--- config.mk ---
export PLATFORM = sky130hd
export DESIGN_NAME = ysyx_22041412_irq_taker
export DESIGN_NICKNAME = d
export VERILOG_FILES = /design/src/rtl/ysyx_22041412_irq_taker_pkg.sv /design/src/rtl/ysyx_22041412_trap_vec.sv /design/src/rtl/ysyx_22041412_irq_taker.sv
export SDC_FILE = /design/constraint.sdc
export NUM_CORES = 1
export LEC_CHECK = 0
export CORE_AREA = 2 2 160 162
export CTS_BUF_LIST = sky130_fd_sc_hd__clkbuf_16
export DETAILED_ROUTE_END_ITERATION = 8
export DIE_AREA = 0 0 162 164
export PLACE_DENSITY = 0.82
export SYNTH_ARGS = -nofsm -noshare
export SYNTH_HDL_FRONTEND = slang
export SYNTH_HIERARCHICAL = 1
export SYNTH_SLANG_ARGS = --single-unit
--- constraint.sdc ---
create_clock -name clk -period 4.4 [get_ports clk]
set_input_delay 0.88 -clock clk [delete_from_list [all_inputs] [get_ports clk]]
set_output_delay 0.88 -clock clk [all_outputs]
set_load 0.02 [all_outputs]
--- src/rtl/ysyx_22041412_irq_taker_pkg.sv ---
// Shared definitions for the machine-timer interrupt taker: FSM encoding,
// mcause layout and mtvec mode values.
package ysyx_22041412_irq_taker_pkg;

   typedef enum logic [1:0] {
      ST_IDLE = 2'd0,
      ST_TRAP = 2'd1,
      ST_MRET = 2'd2
   } state_e;

   localparam int MTI_CODE = 7;

   localparam logic [1:0] MTVEC_MODE_DIRECT   = 2'd0;
   localparam logic [1:0] MTVEC_MODE_VECTORED = 2'd1;

   // The interrupt flag always sits in the top bit of mcause.
   function automatic int mcause_int_bit(input int xlen);
      return xlen - 1;
   endfunction

endpackage

--- src/rtl/ysyx_22041412_trap_vec.sv ---
// Trap target computation from mtvec: direct mode jumps to the base,
// vectored mode offsets the base by 4*cause. Reserved modes act as direct.
module ysyx_22041412_trap_vec
   import ysyx_22041412_irq_taker_pkg::*;
#(
   parameter int XLEN = 64
) (
   input  logic [XLEN-1:0] mtvec,
   input  logic [XLEN-1:0] cause_code,
   output logic [XLEN-1:0] vec_pc
);

   logic [XLEN-1:0] base;

   always_comb begin
      base   = {mtvec[XLEN-1:2], 2'b00};
      vec_pc = base;
      if (mtvec[1:0] == MTVEC_MODE_VECTORED) begin
         vec_pc = base + (cause_code << 2);
      end
   end

endmodule

--- src/rtl/ysyx_22041412_irq_taker.sv ---
// Takes the CLINT timer interrupt at commit boundaries and executes mret
// redirects; drives the CSR trap/return writes and the pipeline flush request.
module ysyx_22041412_irq_taker
   import ysyx_22041412_irq_taker_pkg::*;
#(
   parameter int XLEN     = 64,
   parameter int MTI_CODE = ysyx_22041412_irq_taker_pkg::MTI_CODE
) (
   input  logic            clk,
   input  logic            rst,
   input  logic            irq_mtip,
   input  logic            csr_mstatus_mie,
   input  logic            csr_mie_mtie,
   input  logic [XLEN-1:0] csr_mtvec,
   input  logic [XLEN-1:0] csr_mepc,
   input  logic            commit_valid,
   input  logic [XLEN-1:0] commit_next_pc,
   input  logic            commit_mret,
   input  logic            pipe_ack,
   output logic            trap_req,
   output logic [XLEN-1:0] trap_pc,
   output logic            csr_trap_we,
   output logic [XLEN-1:0] csr_mepc_wdata,
   output logic [XLEN-1:0] csr_mcause_wdata,
   output logic            csr_mret_we,
   output logic [15:0]     irq_taken_cnt
);

   localparam logic [XLEN-1:0] MTI_CAUSE  = XLEN'(MTI_CODE);
   localparam logic [XLEN-1:0] MCAUSE_MTI = (XLEN'(1) << mcause_int_bit(XLEN)) | MTI_CAUSE;

   state_e          state_q, state_d;
   logic            mtip_q;
   logic            trap_req_q, trap_req_d;
   logic [XLEN-1:0] trap_pc_q, trap_pc_d;
   logic            trap_we_q, trap_we_d;
   logic            mret_we_q, mret_we_d;
   logic [XLEN-1:0] mepc_wdata_q, mepc_wdata_d;
   logic [XLEN-1:0] mcause_wdata_q, mcause_wdata_d;
   logic [15:0]     irq_taken_cnt_q, irq_taken_cnt_d;

   logic            pending;
   logic [XLEN-1:0] vec_pc;

   ysyx_22041412_trap_vec #(.XLEN(XLEN)) u_trap_vec (
      .mtvec      (csr_mtvec),
      .cause_code (MTI_CAUSE),
      .vec_pc     (vec_pc)
   );

   assign pending = mtip_q & csr_mstatus_mie & csr_mie_mtie;

   always_comb begin
      state_d         = state_q;
      trap_req_d      = trap_req_q;
      trap_pc_d       = trap_pc_q;
      trap_we_d       = 1'b0;
      mret_we_d       = 1'b0;
      mepc_wdata_d    = mepc_wdata_q;
      mcause_wdata_d  = mcause_wdata_q;
      irq_taken_cnt_d = irq_taken_cnt_q;
      case (state_q)
         ST_IDLE: begin
            // mret wins over a simultaneous interrupt; the interrupt is
            // retried on a later commit once MIE has been restored.
            if (commit_valid && commit_mret) begin
               state_d    = ST_MRET;
               trap_req_d = 1'b1;
               trap_pc_d  = csr_mepc;
               mret_we_d  = 1'b1;
            end else if (commit_valid && pending) begin
               state_d         = ST_TRAP;
               trap_req_d      = 1'b1;
               trap_pc_d       = vec_pc;
               trap_we_d       = 1'b1;
               mepc_wdata_d    = commit_next_pc;
               mcause_wdata_d  = MCAUSE_MTI;
               irq_taken_cnt_d = irq_taken_cnt_q + 16'd1;
            end
         end
         ST_TRAP, ST_MRET: begin
            if (pipe_ack) begin
               state_d    = ST_IDLE;
               trap_req_d = 1'b0;
            end
         end
         default: state_d = ST_IDLE;
      endcase
   end

   always_ff @(posedge clk or negedge rst) begin
      if (!rst) begin
         state_q         <= ST_IDLE;
         mtip_q          <= 1'b0;
         trap_req_q      <= 1'b0;
         trap_pc_q       <= '0;
         trap_we_q       <= 1'b0;
         mret_we_q       <= 1'b0;
         mepc_wdata_q    <= '0;
         mcause_wdata_q  <= '0;
         irq_taken_cnt_q <= '0;
      end else begin
         state_q         <= state_d;
         mtip_q          <= irq_mtip;
         trap_req_q      <= trap_req_d;
         trap_pc_q       <= trap_pc_d;
         trap_we_q       <= trap_we_d;
         mret_we_q       <= mret_we_d;
         mepc_wdata_q    <= mepc_wdata_d;
         mcause_wdata_q  <= mcause_wdata_d;
         irq_taken_cnt_q <= irq_taken_cnt_d;
      end
   end

   assign trap_req         = trap_req_q;
   assign trap_pc          = trap_pc_q;
   assign csr_trap_we      = trap_we_q;
   assign csr_mret_we      = mret_we_q;
   assign csr_mepc_wdata   = mepc_wdata_q;
   assign csr_mcause_wdata = mcause_wdata_q;
   assign irq_taken_cnt    = irq_taken_cnt_q;

endmodule

==> results.cfg <==
[clock_network]
cts.repair.resized = 0
cts.reportedPaths.clkPinSlew_ns = 0.07
cts.path.max_buffers = 2
cts_hold_buf = 0
clk_root_buffer_cell = clkbuf_16
clkLatencyLatePin_ns = 0.43
htree_levels = 4
post-cts-setup-buffer-count = 0
cts_tree = yes
clkSinkCount = 151
numCtsBuffers = 17

[floorplan]
start_util_pct = 46.3
die_w_microns = 162
die-area_sq_um = 26600
core_area_sq_um = 24800
die_h_microns = 164
boundaryPins = 411
rows = 58

[synth]
synth_area_sq_um = 11500
ys_seq_elements = 151
ys_seq_area_share_pct = 32.9
synthCells = 1446
async_flop_share_pct = 100
syn_area_per_cell_sq_um = 7.95
synth_ff_type = dfrtp_1
synth_edf_count = 0
ys_types = 79
yosys_warnings = 6

[timing]
slew_headroom_pct = 33.6
layout_min_cycle_time_ns = 4.18
rsz0062_at_grt = false
fin_skew_ns = 0.0139
worst_pin_slew_ns = 0.996
fmax_mhz = 239
maxSlewViolCount = 0
min_period_over_period_pct = 94.9
setup_viol = 0
final_hold_viol_count = 0

[layout]
final_layout_size_suffix_gt1_share_pct = 4.93
final_cell_area_sq_um = 15900
fillers = 2147
area_growth_syn_to_layout_pct = 37.9
postLayoutCoreUtil_pct = 63.9
nets = 2099
multi_input_area_sq_um = 7190
register_area_sq_um = 3780

[global_route]
grt_pass1_wl_microns = 57600
antenna_found_initial = 3
grt_pass1_vias = 11000
grt_max_degree = 100
grt_overflow = 0
grt_usage_pct = 27.2

[power_and_ir_drop]
powerDensity_nw_per_um2 = 471
p_sw_share_pct = 40.5
ir_drop_v = 0.000311
p_int_mw = 4.44
pwr-share-clk_pct = 20.1
p_seq_share_pct = 30.7
p_sw_mw = 3.02
total_leakage_power_nw = 7.50
p_comb_share_pct = 49.2

[setup_path]
path_class = in2reg
crit_arrival_ns = 4.54
crit_path_end_kind = flop
cp.required_ns = 4.76
rrSetupSlack_ns = 1.96
startpoint_type = input port
crit_fanout = 4

[route]
vias = 11500
drt_drc_violations_left = 0
top_layer = met5
antenna_left = 0
dr_wl_met2_microns = 17100
firstDrtPassIters = 5
wl_microns = 36300
avgViaCountPerCell = 5.29
dr_wl_met3_microns = 2800
met1Wirelength_microns = 15500
wl_per_cell_microns = 16.7
drt-initial-drc-count = 948

[place]
gp_congestion = 0.924
dp_hpwl_microns = 27900
portBuffers = 350
place_area_sq_um = 15300

[worst_hold_path]
min_path_type = reg2reg

[status]
outcome = finished clean

[job]
drv_cap = 0
synth_stat cells, drive strengths merged, types with 5 or more instances:
master,instances,share of area (%)
o21ai,81,3.5
nor2b,7,0.38
a31oi,5,0.27
dfrtp,151,33
nand3,21,0.91
a21boi,6,0.39
xnor2,35,2.7
mux2i,64,5.6
o31ai,16,1.1
a21o,37,2.4
ha,63,6.9
inv,24,0.78
and2,7,0.39
and3,11,0.60
nand2,337,11
nand2b,9,0.49
buf,105,6.6
nor2,107,3.5
nor4,6,0.38
or3,6,0.33
nand4,30,1.6
a211oi,6,0.44
o21bai,11,0.72
o211ai,5,0.37
clkbuf,36,1.3
xor2,20,1.5
nor3,16,0.70
a211o,7,0.54
a21oi,142,6.2
o21a,10,0.65
layout make-up:
cell class	count	share of cell area [%]
antenna	2	0.0316
clock buffer	17	2.68
clock inverter	14	1.00
inverter	25	0.600
multi-input combinational	1252	45.4
sequential	151	23.8
tap	330	2.60
timing repair buffer	388	23.9
metrics by stage:
step	hold WS (ns)	instances	worst slack [ns]	total power [mW]	TNS, ns
after detailed placement	0.462	2145	-0.304	5.93	-1.29
after global routing	0.486	2178	0.0228	7.90	0
final	0.475	2179	0.223	7.47	0
after CTS	0.477	2176	0.154	7.46	0
after global placement	0.458	2145	-0.212	5.84	-0.612
after floorplan	0.476	1571	0.613	4.24	0
layer usage:
layer / vias up / track usage [%]
li1: 5635 / -
met1: 5381 / 35.4
met2: 453 / 44.5
met3: 66 / 6.36
met4: 2 / 9.29
met5: - / 0
placed cells by master, fill, tap and decap left out, types with 35 or more instances in the layout:
cell	count
a21o_1	36
a21oi_1	142
buf_4	38
clkdlybuf4s50_1	349
conb_1	128
dfrtp_1	151
ha_1	63
mux2i_1	64
nand2_1	336
nor2_1	106
o21ai_0	81
xnor2_1	35
cell families (layout without fill, tap and decap cells):
| group | after synthesis | in the layout | share of synthesized area, % |
|---|---|---|---|
| xor gates and xnor gates | 55 | 55 | 4.19 |
| AOI/OAI and AO/OA | 363 | 363 | 19.6 |
| buffers and inverters | 168 | 444 | 8.86 |
| DFF | 151 | 151 | 32.9 |
| adders and majority gates | 64 | 64 | 7.03 |
| other | 3 | 130 | 0.0979 |
| muxes | 64 | 64 | 5.57 |
| and+or+nand+nor | 578 | 578 | 21.8 |
power by group through the flow:
stage / clock, mW / sequential [mW] / combinational, mW
after floorplan: 0 / 2.96 / 1.28
after global placement: 0 / 2.28 / 3.56
after detailed placement: 0 / 2.30 / 3.62
after CTS: 1.53 / 2.29 / 3.64
after global routing: 1.60 / 2.36 / 3.95
final: 1.50 / 2.29 / 3.67
state kept, by name, summed over array words and instances, names as in the netlist:
name / flops
csr_mcause_wdata: 1
irq_taken_cnt: 16
csr_mepc_wdata: 64
trap_pc: 64
csr_trap_we: 1
mtip_q: 1
trap_req: 1
csr_mret_we: 1
state_q: 2
worst paths after layout:
path	startpoint	to	cells past startpoint
min in group asynchronous	rst	csr_mepc_wdata[2]	1
hold / removal	irq_taken_cnt[15]	irq_taken_cnt[15]	1
setup reg to reg	state_q[1]	irq_taken_cnt[4]	7
setup / recovery	csr_mtvec[2]	trap_pc[52]	14
hold reg to reg	irq_taken_cnt[15]	irq_taken_cnt[15]	1
max in group asynchronous	rst	trap_pc[4]	2
critical path: stages:
cell,delay [ns]
clkdlybuf4s50_1,0.49
ha_1,0.21
fa_1,0.24
nand3_1,0.12
a31o_1,0.25
a211oi_2,0.26
o211ai_2,0.14
a211o_1,0.37
a2111o_1,0.43
a2111o_1,0.45
and3b_1,0.20
o31ai_1,0.22
mux2i_1,0.11
a21oi_1,0.15
(Power assumes the default switching activity.)
==> edit (config.mk and constraints unchanged) <==
`XLEN` is set to 64 in 2 places; all go to 60.
--- a/src/rtl/ysyx_22041412_trap_vec.sv
+++ b/src/rtl/ysyx_22041412_trap_vec.sv
@@ -3,7 +3,7 @@
 module ysyx_22041412_trap_vec
    import ysyx_22041412_irq_taker_pkg::*;
 #(
-   parameter int XLEN = 64
+   parameter int XLEN = 60
 ) (
    input  logic [XLEN-1:0] mtvec,
    input  logic [XLEN-1:0] cause_code,
--- a/src/rtl/ysyx_22041412_irq_taker.sv
+++ b/src/rtl/ysyx_22041412_irq_taker.sv
@@ -3,7 +3,7 @@
 module ysyx_22041412_irq_taker
    import ysyx_22041412_irq_taker_pkg::*;
 #(
-   parameter int XLEN     = 64,
+   parameter int XLEN     = 60,
    parameter int MTI_CODE = ysyx_22041412_irq_taker_pkg::MTI_CODE
 ) (
    input  logic            clk,
Ports: changed (6 resized); port bits go from 411 to 387. The function was not compared with the original's and may differ.
==> edit against the original RTL <==
- routed wire length shrank 7.9%
- sequential cell count shrank 8
- area after synthesis shrank 5.4%
- final area shrank 6.2%
- count of clock-buffer cells in the layout is the same
- largest cell class unchanged
- critical path type unchanged
- power shrank 3.4%
- critical endpoint is now trap_pc[40]
- clock skew is essentially flat
- largest power group unchanged
- worst setup slack gained 0.33 ns
==> edit: results (changes against the original RTL) <==
* Status: completed (unchanged)
* Total number of vias at 9,900 (was 11,500)
* DRT met1 WL at 13,500 um (was 15,500 um)
* Register area share after synthesis at 0.329 (about the same)
* # diodes at 0 (was 2)
* WP data arrival at 4.15 ns (was 4.54 ns)
* Port bufs at 330 (was 350)
* Number of fill cells in the layout at 2,165 (was 2,147)
* Comb pwr at 3.45 mW (was 3.67 mW)
* Worst R2R Path Depth at 6 (was 7)
* Highest routed layer: met4 (was met5)
* Global-route met3 utilization at 0.0457 (was 0.0636)
* Vias in the first global route at 9,714 (was 11,000)
* Cell variety after synth at 88 (was 79)
* Static Leak at 6.74 nW (was 7.50 nW)
* DP HPWL at 26,100 um (was 27,900 um)
* Global-route wire length before repair at 51,200 um (was 57,600 um)
* Share of layout cells above drive strength 1 at 0.0568 (was 0.0493)
* Slowest stage delay, CP at 0.43 ns (was 0.49 ns)
* Met1 GRT Util at 0.286 (was 0.354)
* Initial antenna violation count at 0 (was 3)
* WL met2 at 17,100 um (about the same)
* Worst R2R End: csr_mepc_wdata[9] (was irq_taken_cnt[4])
* Layout Nets at 1,803 (was 2,099)
* Crit-path max FO at 6 (was 4)
* VDD IR max at 0.335 mV (was 0.311 mV)
* Seq pwr at 2.16 mW (was 2.29 mW)
* Routed wire length at 33,500 um (was 36,300 um)
* Tot GR Track Use at 0.244 (was 0.272)
edit: cell count changes after synthesis, sizes merged, moves of 5 or more:
cell / delta
nor2: -18
dfrtp: -8
buf: -18
nor3: -5
mux2: +61
o31ai: -9
xnor2: +7
nand2: -227
clkbuf: -5
edit: through the flow:
step                      std cells  worst slack [ns]  area [um2]  power (mW)  hold WS [ns]
after floorplan                1317             0.967       11300        4.00         0.476
after global placement         1866             0.182       14200        5.53         0.464
after detailed placement       1866             0.158       14200        5.61         0.466
after CTS                      1898             0.593       14900        7.24         0.475
after global routing           1898             0.297       14900        7.60         0.498
final                          1898             0.551       14900        7.21         0.478
edit: cells by family after synthesis:
group,count (synthesis),share of synthesized area
compound gates,339,0.195
simple gates,323,0.142
buf+inv,150,0.0945
flops,143,0.329
mux,123,0.120
fa+ha+maj,60,0.0697
xor+xnor,59,0.0482
other cells,3,0.00104
edit: worst max-delay path by stage:
stage	startpoint	to	slack, ns	depth (start not counted)
3_3_place_gp	csr_mtvec[2]	trap_pc[32]	0.18	14
6_report	csr_mtvec[2]	trap_pc[40]	0.55	14
5_1_grt	csr_mtvec[2]	trap_pc[52]	0.30	14
3_5_place_dp	csr_mtvec[2]	trap_pc[52]	0.16	14
2_1_floorplan	csr_mtvec[2]	trap_pc[48]	0.97	13
4_1_cts	csr_mtvec[2]	trap_pc[32]	0.59	14
edit: worst reg2reg max path, cell delays in order (launching register included):
cell,delay (ns)
dfrtp_1,0.39
inv_1,0.06
ha_1,0.26
nand2_2,0.16
or3_4,0.41
clkinv_4,0.41
mux2_1,0.44
edit: final cells by class:
class                      count  area share
tap                          330      0.0278
sequential                   143       0.241
inverter                      23     0.00614
clock buffer                  17      0.0286
timing repair buffer         346       0.230
clock inverter                15      0.0141
multi-input combinational   1024       0.452
